### src/rtl/mips_cpu_bridge_pkg.sv
// Shared types and constants for the MIPS CPU AXI-Lite bridge.
// Register map: CTRL at 0x0, CYCLE at 0x4 (present only with MIPS_CPU_AXI_BRIDGE_PERF_CNT_EN).
package mips_cpu_bridge_pkg;

    typedef enum logic [1:0] {
        IDLE    = 2'd0,
        WR_RESP = 2'd1,
        RD_WAIT = 2'd2,
        RD_RESP = 2'd3
    } bridge_state_e;

    localparam logic [1:0]  RESP_OKAY   = 2'b00;
    localparam logic [1:0]  RESP_SLVERR = 2'b10;

    localparam logic [31:0] REG_CTRL    = 32'h0000_0000;
    localparam logic [31:0] REG_CYCLE   = 32'h0000_0004;

    // Register offsets decode on word granularity; byte lanes within a word alias.
    function automatic logic reg_mapped(input logic [31:0] ofs, input logic cycle_en);
        logic [31:0] aligned;
        aligned = ofs & ~32'h3;
        return (aligned == REG_CTRL) || (cycle_en && (aligned == REG_CYCLE));
    endfunction

endpackage

### src/rtl/mips_cpu_rst_sync.sv
// Two-flop chain producing the active-low MIPS core reset from CTRL.core_rst.
// Both flops clear on bridge reset, so the core is held in reset until software releases it.
module mips_cpu_rst_sync (
    input  logic clk,
    input  logic rst_n,
    input  logic i_core_rst,
    output logic o_core_reset_n
);

    logic r_stage1;
    logic r_stage2;

    always_ff @(posedge clk or negedge rst_n) begin
        if (!rst_n) begin
            r_stage1 <= 1'b0;
            r_stage2 <= 1'b0;
        end else begin
            r_stage1 <= ~i_core_rst;
            r_stage2 <= r_stage1;
        end
    end

    assign o_core_reset_n = r_stage2;

endmodule

### src/rtl/mips_cpu_axi_bridge.sv
// AXI-Lite slave bridging host accesses to MIPS CPU memory and a small control register file.
// Optional CYCLE counter register enabled by defining MIPS_CPU_AXI_BRIDGE_PERF_CNT_EN.
module mips_cpu_axi_bridge
    import mips_cpu_bridge_pkg::*;
#(
    parameter int ADDR_W        = 14,
    parameter bit CORE_RST_INIT = 1'b1
) (
    input  logic              mips_cpu_clk,
    input  logic              mips_cpu_reset_n,

    input  logic [ADDR_W-1:0] s_awaddr,
    input  logic              s_awvalid,
    output logic              s_awready,
    input  logic [31:0]       s_wdata,
    input  logic [3:0]        s_wstrb,
    input  logic              s_wvalid,
    output logic              s_wready,
    output logic [1:0]        s_bresp,
    output logic              s_bvalid,
    input  logic              s_bready,
    input  logic [ADDR_W-1:0] s_araddr,
    input  logic              s_arvalid,
    output logic              s_arready,
    output logic [31:0]       s_rdata,
    output logic [1:0]        s_rresp,
    output logic              s_rvalid,
    input  logic              s_rready,

    output logic [ADDR_W-4:0] mem_addr,
    output logic              mem_wen,
    output logic [3:0]        mem_wstrb,
    output logic [31:0]       mem_wdata,
    output logic              mem_ren,
    input  logic [31:0]       mem_rdata,

    output logic              core_reset_n
);

`ifdef MIPS_CPU_AXI_BRIDGE_PERF_CNT_EN
    localparam bit CYCLE_EN = 1'b1;
`else
    localparam bit CYCLE_EN = 1'b0;
`endif

    bridge_state_e r_state;
    bridge_state_e w_state_nxt;

    logic          w_wr_acc;
    logic          w_rd_acc;
    logic          w_aw_is_mem;
    logic          w_ar_is_mem;
    logic [31:0]   w_aw_ofs;
    logic [31:0]   w_ar_ofs;
    logic [31:0]   w_reg_rdata;

    logic          r_core_rst;
    logic          r_rd_mem;
    logic [31:0]   r_rd_ofs;
    logic [31:0]   r_rdata;
    logic [1:0]    r_rresp;
    logic [1:0]    r_bresp;

    assign w_aw_is_mem = ~s_awaddr[ADDR_W-1];
    assign w_ar_is_mem = ~s_araddr[ADDR_W-1];
    assign w_aw_ofs    = 32'(s_awaddr[ADDR_W-2:0]);
    assign w_ar_ofs    = 32'(s_araddr[ADDR_W-2:0]);

    always_ff @(posedge mips_cpu_clk or negedge mips_cpu_reset_n) begin
        if (!mips_cpu_reset_n) begin
            r_state <= IDLE;
        end else begin
            r_state <= w_state_nxt;
        end
    end

    // Readies are combinational pulses; the reset qualifier keeps them low while reset is held.
    always_comb begin
        w_state_nxt = r_state;
        w_wr_acc    = 1'b0;
        w_rd_acc    = 1'b0;
        case (r_state)
            IDLE: begin
                if (mips_cpu_reset_n) begin
                    if (s_awvalid && s_wvalid) begin
                        w_wr_acc    = 1'b1;
                        w_state_nxt = WR_RESP;
                    end else if (s_arvalid) begin
                        w_rd_acc    = 1'b1;
                        w_state_nxt = RD_WAIT;
                    end
                end
            end
            WR_RESP: begin
                if (s_bready) begin
                    w_state_nxt = IDLE;
                end
            end
            RD_WAIT: begin
                w_state_nxt = RD_RESP;
            end
            RD_RESP: begin
                if (s_rready) begin
                    w_state_nxt = IDLE;
                end
            end
            default: begin
                w_state_nxt = IDLE;
            end
        endcase
    end

    assign s_awready = w_wr_acc;
    assign s_wready  = w_wr_acc;
    assign s_arready = w_rd_acc;
    assign s_bvalid  = (r_state == WR_RESP);
    assign s_rvalid  = (r_state == RD_RESP);
    assign s_bresp   = r_bresp;
    assign s_rresp   = r_rresp;
    assign s_rdata   = r_rdata;

    assign mem_wen   = w_wr_acc & w_aw_is_mem;
    assign mem_ren   = w_rd_acc & w_ar_is_mem;
    assign mem_addr  = w_wr_acc ? s_awaddr[ADDR_W-2:2] : s_araddr[ADDR_W-2:2];
    assign mem_wstrb = s_wstrb;
    assign mem_wdata = s_wdata;

`ifdef MIPS_CPU_AXI_BRIDGE_PERF_CNT_EN
    logic [31:0] r_cycle;

    always_ff @(posedge mips_cpu_clk or negedge mips_cpu_reset_n) begin
        if (!mips_cpu_reset_n) begin
            r_cycle <= '0;
        end else if (!core_reset_n) begin
            r_cycle <= '0;
        end else begin
            r_cycle <= r_cycle + 32'd1;
        end
    end
`endif

    always_comb begin
        w_reg_rdata = '0;
        if ((r_rd_ofs & ~32'h3) == REG_CTRL) begin
            w_reg_rdata = {31'b0, r_core_rst};
        end
`ifdef MIPS_CPU_AXI_BRIDGE_PERF_CNT_EN
        if ((r_rd_ofs & ~32'h3) == REG_CYCLE) begin
            w_reg_rdata = r_cycle;
        end
`endif
    end

    always_ff @(posedge mips_cpu_clk or negedge mips_cpu_reset_n) begin
        if (!mips_cpu_reset_n) begin
            r_core_rst <= CORE_RST_INIT;
            r_bresp    <= RESP_OKAY;
            r_rresp    <= RESP_OKAY;
            r_rdata    <= '0;
            r_rd_mem   <= 1'b0;
            r_rd_ofs   <= '0;
        end else begin
            if (w_wr_acc) begin
                if (w_aw_is_mem || reg_mapped(w_aw_ofs, CYCLE_EN)) begin
                    r_bresp <= RESP_OKAY;
                end else begin
                    r_bresp <= RESP_SLVERR;
                end
                if (!w_aw_is_mem && ((w_aw_ofs & ~32'h3) == REG_CTRL) && s_wstrb[0]) begin
                    r_core_rst <= s_wdata[0];
                end
            end
            if (w_rd_acc) begin
                r_rd_mem <= w_ar_is_mem;
                r_rd_ofs <= w_ar_ofs;
            end
            // mem_rdata is valid exactly in RD_WAIT, one cycle after mem_ren.
            if (r_state == RD_WAIT) begin
                if (r_rd_mem) begin
                    r_rdata <= mem_rdata;
                    r_rresp <= RESP_OKAY;
                end else if (reg_mapped(r_rd_ofs, CYCLE_EN)) begin
                    r_rdata <= w_reg_rdata;
                    r_rresp <= RESP_OKAY;
                end else begin
                    r_rdata <= '0;
                    r_rresp <= RESP_SLVERR;
                end
            end
        end
    end

    mips_cpu_rst_sync u_rst_sync (
        .clk            (mips_cpu_clk),
        .rst_n          (mips_cpu_reset_n),
        .i_core_rst     (r_core_rst),
        .o_core_reset_n (core_reset_n)
    );

endmodule

### config.mk
export PLATFORM = sky130hd
export DESIGN_NAME = mips_cpu_axi_bridge
export DESIGN_NICKNAME = d
export VERILOG_FILES = /design/src/rtl/mips_cpu_bridge_pkg.sv /design/src/rtl/mips_cpu_rst_sync.sv /design/src/rtl/mips_cpu_axi_bridge.sv
export SDC_FILE = /design/constraint.sdc
export NUM_CORES = 1
export LEC_CHECK = 0
export CORE_MARGIN = 2
export CORE_UTILIZATION = 30
export CTS_CLUSTER_DIAMETER = 60
export CTS_CLUSTER_SIZE = 40
export DETAILED_ROUTE_END_ITERATION = 10
export PLACE_DENSITY = 0.72
export SYNTH_ARGS = -nofsm -noshare
export SYNTH_HDL_FRONTEND = slang
export SYNTH_SLANG_ARGS = --single-unit
### constraint.sdc
create_clock -name mips_cpu_clk -period 1.5 [get_ports mips_cpu_clk]
set_input_delay 0.225 -clock mips_cpu_clk [delete_from_list [all_inputs] [get_ports mips_cpu_clk]]
set_output_delay 0.225 -clock mips_cpu_clk [all_outputs]
set_load 0.01 [all_outputs]
==> impl_metrics.yaml <==
outcome:
  status: "finished with violations"
  violations: "setup timing"
worst_setup_path:
  crit_path_end_kind: "output pin"
  cp.arrival_ps: 1560
  path_cells: "or3_4 > buf_8 > nand2_2 > nand2_2 > buf_2"
  path_class: "register to output pin"
  required_ps: 1270
  path_max_fanout: 7
  crit_buf_inv: 2
  setup.worst_path.start_class: "register"
  cp_top_family: "simple AND/OR/NAND/NOR gates"
  crit_slowest_cell: "or3_4"
  max_stage_delay_ps: 440
  cpMostUsedCell: "nand2_2"
placed_design:
  gp_congestion: 0.834
  dp_hpwl_um: 4780
  port_buffers: 119
  placed_cells: 473
  preCtsSetupSlack_ps: -749
routing:
  vias: 2167
  wl_per_cell_um: 13.4
  drc: 0
  via_per_inst: 4.40
  drtPass1Iterations: 4
  ant_nets: 0
  drtIter0Drc: 29
  routed_wl_um: 6580
final_layout:
  fin_util_pct: 47.6
  drive_gt1_share_pct: 23.8
  n_antenna_cell: 0
  area_growth_syn_to_layout_pct: 54.3
  instances_no_fill: 492
  nets: 489
synth:
  avgSynthCellArea_um2: 8.95
  yosys-top-cells-area: "dfrtp_1 (50%), nand2_1 (15%), buf_4 (12%)"
  ys_seq_elements: 51
  yosysUniqueCellTypes: 30
  ys_warn_count: 0
  netlist_area_um2: 2520
  yosysTopAreaCell: "dfrtp_1"
  synth_top_area_share_pct: 49.6
  syn_inst: 282
  synth.yosys.seq_area_share_pct: 50.6
sta:
  fin_ws_ps: -284
  slew_viol_final: 0
  fmax_ghz: 0.560
  setup_viol_count_final: 29
  hold_viol: 0
  period_share_pct: 119
  slew_headroom_pct: 56.5
  finalClockSkew_ps: 9.39
  worstMarginPinSlew_ps: 653
  fin_crit_ps: 1780
  rsz0062_at_grt: "yes"
clock_network:
  cts_buffers: 5
  h-tree-depth: 2
  cts-hold-fix-buffers: 0
  cts.sinks: 51
  clock_path_buffers: 2
  clock_latency_ps: 300
  cts.reportedPaths.clkPinSlew_ps: 90
  cts_root_buf: "clkbuf_8"
  cts_tree: "built"
pwr:
  ir_drop_v: 0.000989
  leakagePower_nw: 1.84
  p_per_area_nw_per_um2: 1440
grt:
  grt_use_total_pct: 14.0
  grt_pass1_vias: 2065
  grt_overflow: 0
  antenna_found_initial: 0
  grt_start_max_net_pins: 65
  grt_pass1_wl_um: 10100
die:
  num_rows: 33
  die-area_um2: 9160
  fp.dieW_um: 95.7
  core_um2: 8180
  io-pin-count: 194
  start_util_pct: 30.9
  dieHeight_um: 95.7
hold_path:
  min_path_type: "primary input to async pin"
job:
  max_cap_viol_count: 0
timing repair:
item / in CTS / in global routing
setup buffers: 6 / 3
endpoints found under the setup margin: 30 / 35
pin swaps: 14 / 7
resized for setup: 90 / 11
gates cloned: 2 / 0
metrics by stage:
stage / cell area [um^2] / setup TNS, ps / total power [mW] / hold WS, ps
global placement: 3660 / -13800 / 4.62 / 334
floorplan: 2530 / -11.3 / 3.41 / -70.6
CTS: 3830 / -4220 / 5.65 / 258
finish: 3890 / -5330 / 5.59 / 253
global route: 3890 / -7160 / 6.05 / 271
detailed placement: 3660 / -14320 / 4.69 / 337
cell usage in the layout, fill, tap and decap left out, types with 2 or more instances in the layout:
| cell type | count |
|---|---|
| mux2_2 | 12 |
| buf_4 | 26 |
| clkbuf_8 | 6 |
| buf_8 | 2 |
| nand2_2 | 11 |
| o21ai_0 | 32 |
| nor4_1 | 4 |
| clkinv_4 | 2 |
| a21oi_1 | 3 |
| buf_12 | 2 |
| dlymetal6s2s_1 | 5 |
| inv_1 | 2 |
| nor2b_1 | 2 |
| conb_1 | 2 |
| clkdlybuf4s50_1 | 93 |
| buf_2 | 15 |
| buf_6 | 2 |
| buf_16 | 2 |
| nor3_1 | 2 |
| dfrtp_1 | 50 |
| dlygate4sd2_1 | 4 |
| nand2_1 | 87 |
| and3_1 | 2 |
logic make-up (layout without fill, tap and decap cells):
group | count (synthesis) | in the layout | synth area share (%)
and+or+nand+nor | 120 | 120 | 19.9
buffers and inverters | 58 | 162 | 15.4
DFF | 51 | 51 | 50.6
AOI/OAI and AO/OA | 39 | 39 | 8.03
muxes | 13 | 13 | 5.95
other | 1 | 2 | 0.149
area by class of cell:
type / count / area [um^2]
fill: 781 / 4280
timing repair buffer: 151 / 1450
sequential: 51 / 1280
multi-input combinational: 174 / 925
tap: 105 / 131
clock buffer: 6 / 82.6
clock inverter: 2 / 16.3
inverter: 3 / 16.3
Yosys cell counts, drive strengths merged:
cell type  count
o22ai          1
nor2b          3
nor3           2
buf           44
clkbuf        11
a22oi          1
clkinv         1
dfstp          1
nand3          1
dfrtp         50
nand3b         1
nor4           4
a31oi          1
and2           1
nor2           3
inv            2
o21ai         32
and3           2
or3            1
nand2         99
o31ai          1
nand4          1
conb           1
mux2          13
nand2b         1
and4           1
a21oi          3
report_power, final:
group | total [mW] | internal (mW) | switching (mW)
combinational | 2.59 | 1.43 | 1.17
clock | 0.824 | 0.377 | 0.447
sequential | 2.17 | 1.89 | 0.284
sequential cells by signal, indices dropped and copies added, names as in the netlist:
| name | count |
|---|---|
| r_core_rst | 1 |
| r_rd_mem | 1 |
| r_rd_ofs | 11 |
| r_state | 2 |
| s_bresp | 1 |
| s_rdata | 32 |
| s_rresp | 1 |
| u_rst_sync.o_core_reset_n | 1 |
| u_rst_sync.r_stage1 | 1 |
final timing paths:
check,startpoint,to,slack [ps],cells after the start
worst min-delay path,mips_cpu_reset_n,r_rd_ofs[10]$_DFFE_PN0P_,250,3
worst max-delay path,r_state[1]$_DFFE_PN0P_,mem_addr[1],-280,5
min in group mips_cpu_clk,mips_cpu_reset_n,r_state[0]$_DFFE_PN0P_,290,3
max in group asynchronous,mips_cpu_reset_n,s_rdata[10]$_DFFE_PN0P_,820,3
worst min register to register,u_rst_sync.r_stage1$_DFF_PN0_,u_rst_sync.o_core_reset_n$_DFF_PN0_,360,0
worst max register to register,r_state[1]$_DFFE_PN0P_,r_rd_ofs[11]$_DFFE_PN0P_,-110,6
layer usage:
metal  global-route usage, %  part of all wire (%)  up-vias
met1                    17.8                    42     1000
li1                        -                     -     1075
met5                       0                     0        -
met2                    23.9                    51       86
met4                    3.45                  0.67        0
met3                    3.60                   6.3        6
worst min-delay path: cells and delay by family:
kind,cells,cell delay (ps)
buffers and inverters,3,810
No activity file was read; power rests on OpenSTA's default activity.
